$ cat src/rtl/fetch_queue_if.sv
// rtl/fetch_queue_if.sv - instruction-memory and decode handshake bundle for the fetch queue
interface fetch_queue_if;
  logic        imem_req_valid;
  logic [63:0] imem_req_addr;
  logic        imem_req_ready;
  logic        imem_resp_valid;
  logic [31:0] imem_resp_data;
  logic        id_valid;
  logic [63:0] id_pc;
  logic [31:0] id_instr;
  logic        id_ready;

  modport master (
    output imem_req_valid, imem_req_addr,
    input  imem_req_ready, imem_resp_valid, imem_resp_data,
    output id_valid, id_pc, id_instr,
    input  id_ready
  );

  modport slave (
    input  imem_req_valid, imem_req_addr,
    output imem_req_ready, imem_resp_valid, imem_resp_data,
    input  id_valid, id_pc, id_instr,
    output id_ready
  );
endinterface

$ cat src/rtl/fetch_queue.sv
// rtl/fetch_queue.sv - in-order instruction fetch queue with slot allocation at issue and flush on redirect
module fetch_queue #(
  parameter int DEPTH = 2
) (
  input  logic           clk,
  input  logic           reset_n,
  input  logic [63:0]    pc_in,
  output logic           pc_advance,
  input  logic           redirect,
  fetch_queue_if.master  bus
);
  localparam int PW = (DEPTH > 1) ? $clog2(DEPTH) : 1;
  localparam int CW = $clog2(DEPTH + 1);
  // Stale responses can pile up across back-to-back redirects, so the drop counter is wider than the queue.
  localparam int DW = 8;
  localparam logic [CW-1:0] DEPTH_C = CW'(DEPTH);
  localparam logic [PW-1:0] PONE    = PW'(1);
  localparam logic [DW-1:0] DONE    = DW'(1);

  logic [63:0]      pc_q    [DEPTH];
  logic [31:0]      instr_q [DEPTH];
  logic [DEPTH-1:0] filled_q, filled_d;
  logic [PW-1:0]    head_q, head_d, tail_q, tail_d, fill_q, fill_d;
  logic [CW-1:0]    count_q, count_d, outst_q, outst_d;
  logic [DW-1:0]    drop_q, drop_d, unret;
  logic             issue, pop, resp_take, resp_drop;

  always_comb begin
    bus.imem_req_valid = reset_n && (count_q < DEPTH_C) && !redirect;
    bus.imem_req_addr  = pc_in;
    issue              = bus.imem_req_valid && bus.imem_req_ready;
    pc_advance         = issue;
    bus.id_valid       = filled_q[head_q] && (count_q != '0);
    bus.id_pc          = pc_q[head_q];
    bus.id_instr       = instr_q[head_q];
    pop                = bus.id_valid && bus.id_ready;
    resp_take          = bus.imem_resp_valid && (drop_q == '0) && !redirect && (outst_q != '0);
    resp_drop          = bus.imem_resp_valid && (drop_q != '0) && !redirect;
    unret              = DW'(outst_q) + drop_q;
  end

  always_comb begin
    head_d   = head_q;
    tail_d   = tail_q;
    fill_d   = fill_q;
    count_d  = count_q;
    outst_d  = outst_q;
    drop_d   = drop_q;
    filled_d = filled_q;
    if (redirect) begin
      count_d  = '0;
      outst_d  = '0;
      head_d   = tail_q;
      fill_d   = tail_q;
      filled_d = '0;
      drop_d   = (bus.imem_resp_valid && (unret != '0)) ? unret - DONE : unret;
    end else begin
      if (resp_take) begin
        filled_d[fill_q] = 1'b1;
        fill_d           = fill_q + PONE;
      end
      if (resp_drop) drop_d = drop_q - DONE;
      if (pop) head_d = head_q + PONE;
      if (issue) begin
        filled_d[tail_q] = 1'b0;
        tail_d           = tail_q + PONE;
      end
      count_d = count_q + CW'(issue) - CW'(pop);
      outst_d = outst_q + CW'(issue) - CW'(resp_take);
    end
  end

  always_ff @(posedge clk or negedge reset_n) begin
    if (!reset_n) begin
      head_q   <= '0;
      tail_q   <= '0;
      fill_q   <= '0;
      count_q  <= '0;
      outst_q  <= '0;
      drop_q   <= '0;
      filled_q <= '0;
    end else begin
      head_q   <= head_d;
      tail_q   <= tail_d;
      fill_q   <= fill_d;
      count_q  <= count_d;
      outst_q  <= outst_d;
      drop_q   <= drop_d;
      filled_q <= filled_d;
    end
  end

  // Payload storage is qualified by the filled bits, so it needs no reset.
  always_ff @(posedge clk) begin
    if (issue)     pc_q[tail_q]    <= pc_in;
    if (resp_take) instr_q[fill_q] <= bus.imem_resp_data;
  end
endmodule

$ cat src/flat_wrapper.sv
// flat-port wrapper written by rule: the top's interface ports become plain ports
module fetch_queue_flat 
#(
  parameter int DEPTH = 2
)
  (clk, reset_n, pc_in, pc_advance, redirect, bus_imem_req_valid, bus_imem_req_addr, bus_imem_req_ready, bus_imem_resp_valid, bus_imem_resp_data, bus_id_valid, bus_id_pc, bus_id_instr, bus_id_ready);
  fetch_queue_if bus_i ();
  input  logic clk;
  input  logic reset_n;
  input  logic [63:0] pc_in;
  output logic pc_advance;
  input  logic redirect;
  output wire logic [$bits(bus_i.imem_req_valid)-1:0] bus_imem_req_valid;
  output wire logic [$bits(bus_i.imem_req_addr)-1:0] bus_imem_req_addr;
  input wire logic [$bits(bus_i.imem_req_ready)-1:0] bus_imem_req_ready;
  input wire logic [$bits(bus_i.imem_resp_valid)-1:0] bus_imem_resp_valid;
  input wire logic [$bits(bus_i.imem_resp_data)-1:0] bus_imem_resp_data;
  output wire logic [$bits(bus_i.id_valid)-1:0] bus_id_valid;
  output wire logic [$bits(bus_i.id_pc)-1:0] bus_id_pc;
  output wire logic [$bits(bus_i.id_instr)-1:0] bus_id_instr;
  input wire logic [$bits(bus_i.id_ready)-1:0] bus_id_ready;
  assign bus_imem_req_valid = bus_i.imem_req_valid;
  assign bus_imem_req_addr = bus_i.imem_req_addr;
  assign bus_i.imem_req_ready = bus_imem_req_ready;
  assign bus_i.imem_resp_valid = bus_imem_resp_valid;
  assign bus_i.imem_resp_data = bus_imem_resp_data;
  assign bus_id_valid = bus_i.id_valid;
  assign bus_id_pc = bus_i.id_pc;
  assign bus_id_instr = bus_i.id_instr;
  assign bus_i.id_ready = bus_id_ready;
  fetch_queue #(.DEPTH(DEPTH)) u_core (.clk(clk), .reset_n(reset_n), .pc_in(pc_in), .pc_advance(pc_advance), .redirect(redirect), .bus(bus_i));
endmodule
$ cat config.mk
export PLATFORM = sky130hd
export DESIGN_NAME = fetch_queue_flat
export DESIGN_NICKNAME = d
export VERILOG_FILES = /design/src/rtl/fetch_queue_if.sv /design/src/rtl/fetch_queue.sv /design/src/flat_wrapper.sv
export SDC_FILE = /design/constraint.sdc
export NUM_CORES = 1
export LEC_CHECK = 0
export CAP_MARGIN = 20
export CORE_ASPECT_RATIO = 0.7
export CORE_UTILIZATION = 47
export DETAILED_ROUTE_END_ITERATION = 8
export GPL_TIMING_DRIVEN = 0
export PLACE_DENSITY = 0.77
export SYNTH_ARGS = -nofsm -noshare
export SYNTH_HDL_FRONTEND = slang
export SYNTH_SLANG_ARGS = --single-unit
$ cat constraint.sdc
create_clock -name clk -period 5.68 [get_ports clk]
set_clock_uncertainty 0.05 [all_clocks]
set_input_delay 1.704 -clock clk [delete_from_list [all_inputs] [get_ports clk]]
set_output_delay 1.704 -clock clk [all_outputs]
set_load 0.02 [all_outputs]
==> metrics <==
I/O pins=265; drt total wl=19170 um; crit path launch type=input port; layout cells sized above 1=25.81%; post-DP HPWL=13710 um; simple-gate portion of the synthesized area=4.894%; HP Class=flop to flop; worst slew pin tran=939.4 ps; power density cells=364.4 mW/mm2; NumNets Final=936; Worst-path clk slew=60 ps; clk_lat worst skew=490 ps; Routed Antenna Nets=0; MaxCap Viol Count=0; final worst path period share=93.81%; # diodes=0; Site Rows=41; setup ws final=351.6 ps; switching share of power=28.75%; # port buffers=263; post-layout util=68.69%; P_sw=1.314 mW; Final setup viols=0; Worst Path Max Fanout=5; dpl cells=1036; DRC viols=16; GP Congestion=0.8454; CTS root buf=clkbuf_16; CTS H-tree depth=1; syn avg cell area=16.69 um2; dominant synthesized flop cell=edfxtp_1; Vias/cell=4.966; final hold viol count=0; Worst Hold Launch=u_core.filled_q[1]; Hold Buf Count CTS=0; routed len/inst=17.87 um; Syn-to-layout area delta=40.99%; Reg2Reg Depth=11; Cell Area, Synth=0.008897 mm2; first-pass GRT wire length=29330 um; syn_nets=646; adder-cell share of the synthesized area=1.631%; Slew Limit Fails=0; Placeable Area=0.01826 mm2; CP endpoint kind=primary output; Sequential Power Share=40.0%; Setup WS pre-CTS=-283.1 ps; Clk network pwr share=28.4%; vias in the first global route=5618; Seq cells post-synth=209; Post-synth EDFFs=192; largest net degree at the start of global routing=66; initial DRC count=319; post-synthesis compound-gate area fraction=2.559%; r2r setup slk=2590 ps; RR Endpoint=u_core.drop_q[4]; Overflow after GRT=0; fillcell total=1222; VDD IR-drop max=0.2276 mV; die height=117.1 um; combinational share of power=31.7%; Netlist cell types=56; starting density of the core=48.72%; clk buf depth=3; CTS tree=yes; Max Clk Rate=0.1877 GHz; area of the die=0.01949 mm2; mux cell area share after synthesis=12.84%; CP Class=input port to primary output; outcome=complete, but fails checks; yosys warns=0; worst flop-to-flop path startpoint=u_core.drop_q[0]; Final min period=5328 ps; worst path required time=3930 ps; clock sink total=209; RSZ-0062 raised after global routing=no; CP Data Arrival Time=3570 ps; XOR/XNOR Fraction of Synth Area=1.477%; P_leak=4.520 nW; Die X-Extent=166.5 um; Pre-Repair DR Iteration Count=7; Seq/Total Area, Yosys=69.58%; Pint=3.257 mW; hold endpoint=u_core.filled_q[1]; asr flop ratio synth=8.134%; initial antenna violation count=0; Non-Filler Instances=1073; gr usage total=19.33%; largest family of logic cells by synthesized area=multiplexers; worst hold stages=2; relative max-transition margin=37.37%; Via Count=5329; CTS Buf Count=21; violated checks=design-rule violations; Post-Synthesis Cells=533
-- Yosys cell counts (all sizes together) (6+ instances only) --
cell	count	area share (%)
clkbuf	10	0.42
dfrtp	17	4.8
inv	8	0.34
o21ai	7	0.39
nor3	6	0.46
ha	10	1.4
nor2	13	0.55
edfxtp	192	65
buf	75	6.2
a21oi	9	0.63
xnor2	9	0.89
mux2	97	12
xor2	6	0.59
nand2	15	0.63
-- placed cells by master, fill, tap and decap left out, types with 3 or more instances in the layout --
master,instances
clkdlybuf4s50_1,262
edfxtp_1,192
nand3_1,4
buf_1,4
a21oi_2,3
dfrtp_1,17
a21oi_1,6
inv_1,8
clkbuf_16,21
xor2_1,6
o21ai_0,5
ha_1,10
mux2_2,97
nor3_1,5
mux2i_1,5
buf_6,3
nor3b_1,3
clkinv_2,3
buf_4,68
a31oi_1,3
nand2_1,15
nor2_1,12
xnor2_1,9
clkbuf_1,19
-- per-stage QoR --
step	total power, mW	instance area [um2]	setup TNS [ps]	hold WS, ps
final	4.571	12540	0	509.1
after global placement	3.278	11830	-78800	475.9
after detailed placement	3.311	11910	-283.1	503.0
after global routing	4.763	12540	0	530.7
after CTS	4.621	12550	0	515.8
after floorplan	2.716	8900	0	448.5
-- worst max path at each step --
stage	endpoint	from
finish	pc_advance	redirect
global route	pc_advance	redirect
CTS	pc_advance	reset_n
detailed placement	pc_advance	reset_n
global placement	u_core.pc_q[0][43]	reset_n
floorplan	u_core.pc_q[0][0]	redirect
-- flip-flops by register name (all words and copies together) (netlist names) --
signal,cells
u_core.head_q,1
u_core.instr_q,64
u_core.drop_q,8
u_core.count_q,2
u_core.tail_q,1
u_core.outst_q,2
u_core.fill_q,1
u_core.pc_q,128
u_core.filled_q,2
-- layer usage --
metal  vias to the layer above  share of wire [%]  GRT usage (%)
li1                       2522                  -              -
met1                      2564                 41          24.24
met2                       212                 49          33.22
met3                        31                7.8          5.346
met4                         0                2.2          5.926
met5                         -                  0              0
-- critical path, cell delays in order --
cell and delay [ps]:
clkdlybuf4s50_1 510, nor3b_1 370, nand2_1 260, inv_1 100
clkdlybuf4s50_1 630
-- logic make-up (layout without fill, tap and decap cells) --
logic type | count (synthesis) | count (layout)
compound gates | 32 | 32
xor+xnor | 15 | 15
fa+ha+maj | 11 | 11
buf+inv | 94 | 398
flops | 209 | 209
mux | 102 | 102
simple gates | 70 | 70
-- power groups by stage --
stage | Combinational, mW | Sequential, mW | Clock, mW
floorplan | 0.869 | 1.85 | 0
global placement | 1.42 | 1.86 | 0
detailed placement | 1.45 | 1.86 | 0
CTS | 1.46 | 1.83 | 1.33
global route | 1.55 | 1.84 | 1.38
finish | 1.45 | 1.83 | 1.30
-- area by class of cell --
class	instances	area [um2]	share of cell area [%]
clock buffer	32	586.8	4.678
clock inverter	5	48.80	0.3890
buffer	85	590.6	4.708
inverter	9	33.78	0.2693
timing repair buffer	267	2694	21.47
multi-input combinational	230	2105	16.78
tap	236	295.3	2.354
sequential	209	6191	49.35
-- timing repair --
action / CTS / global route
setup buffers: 0 / 0
setup endpoints to repair: 1 / 1
resized for setup: 2 / 1
hold endpoints to repair: 0 / 0
(Power assumes the default switching activity.)
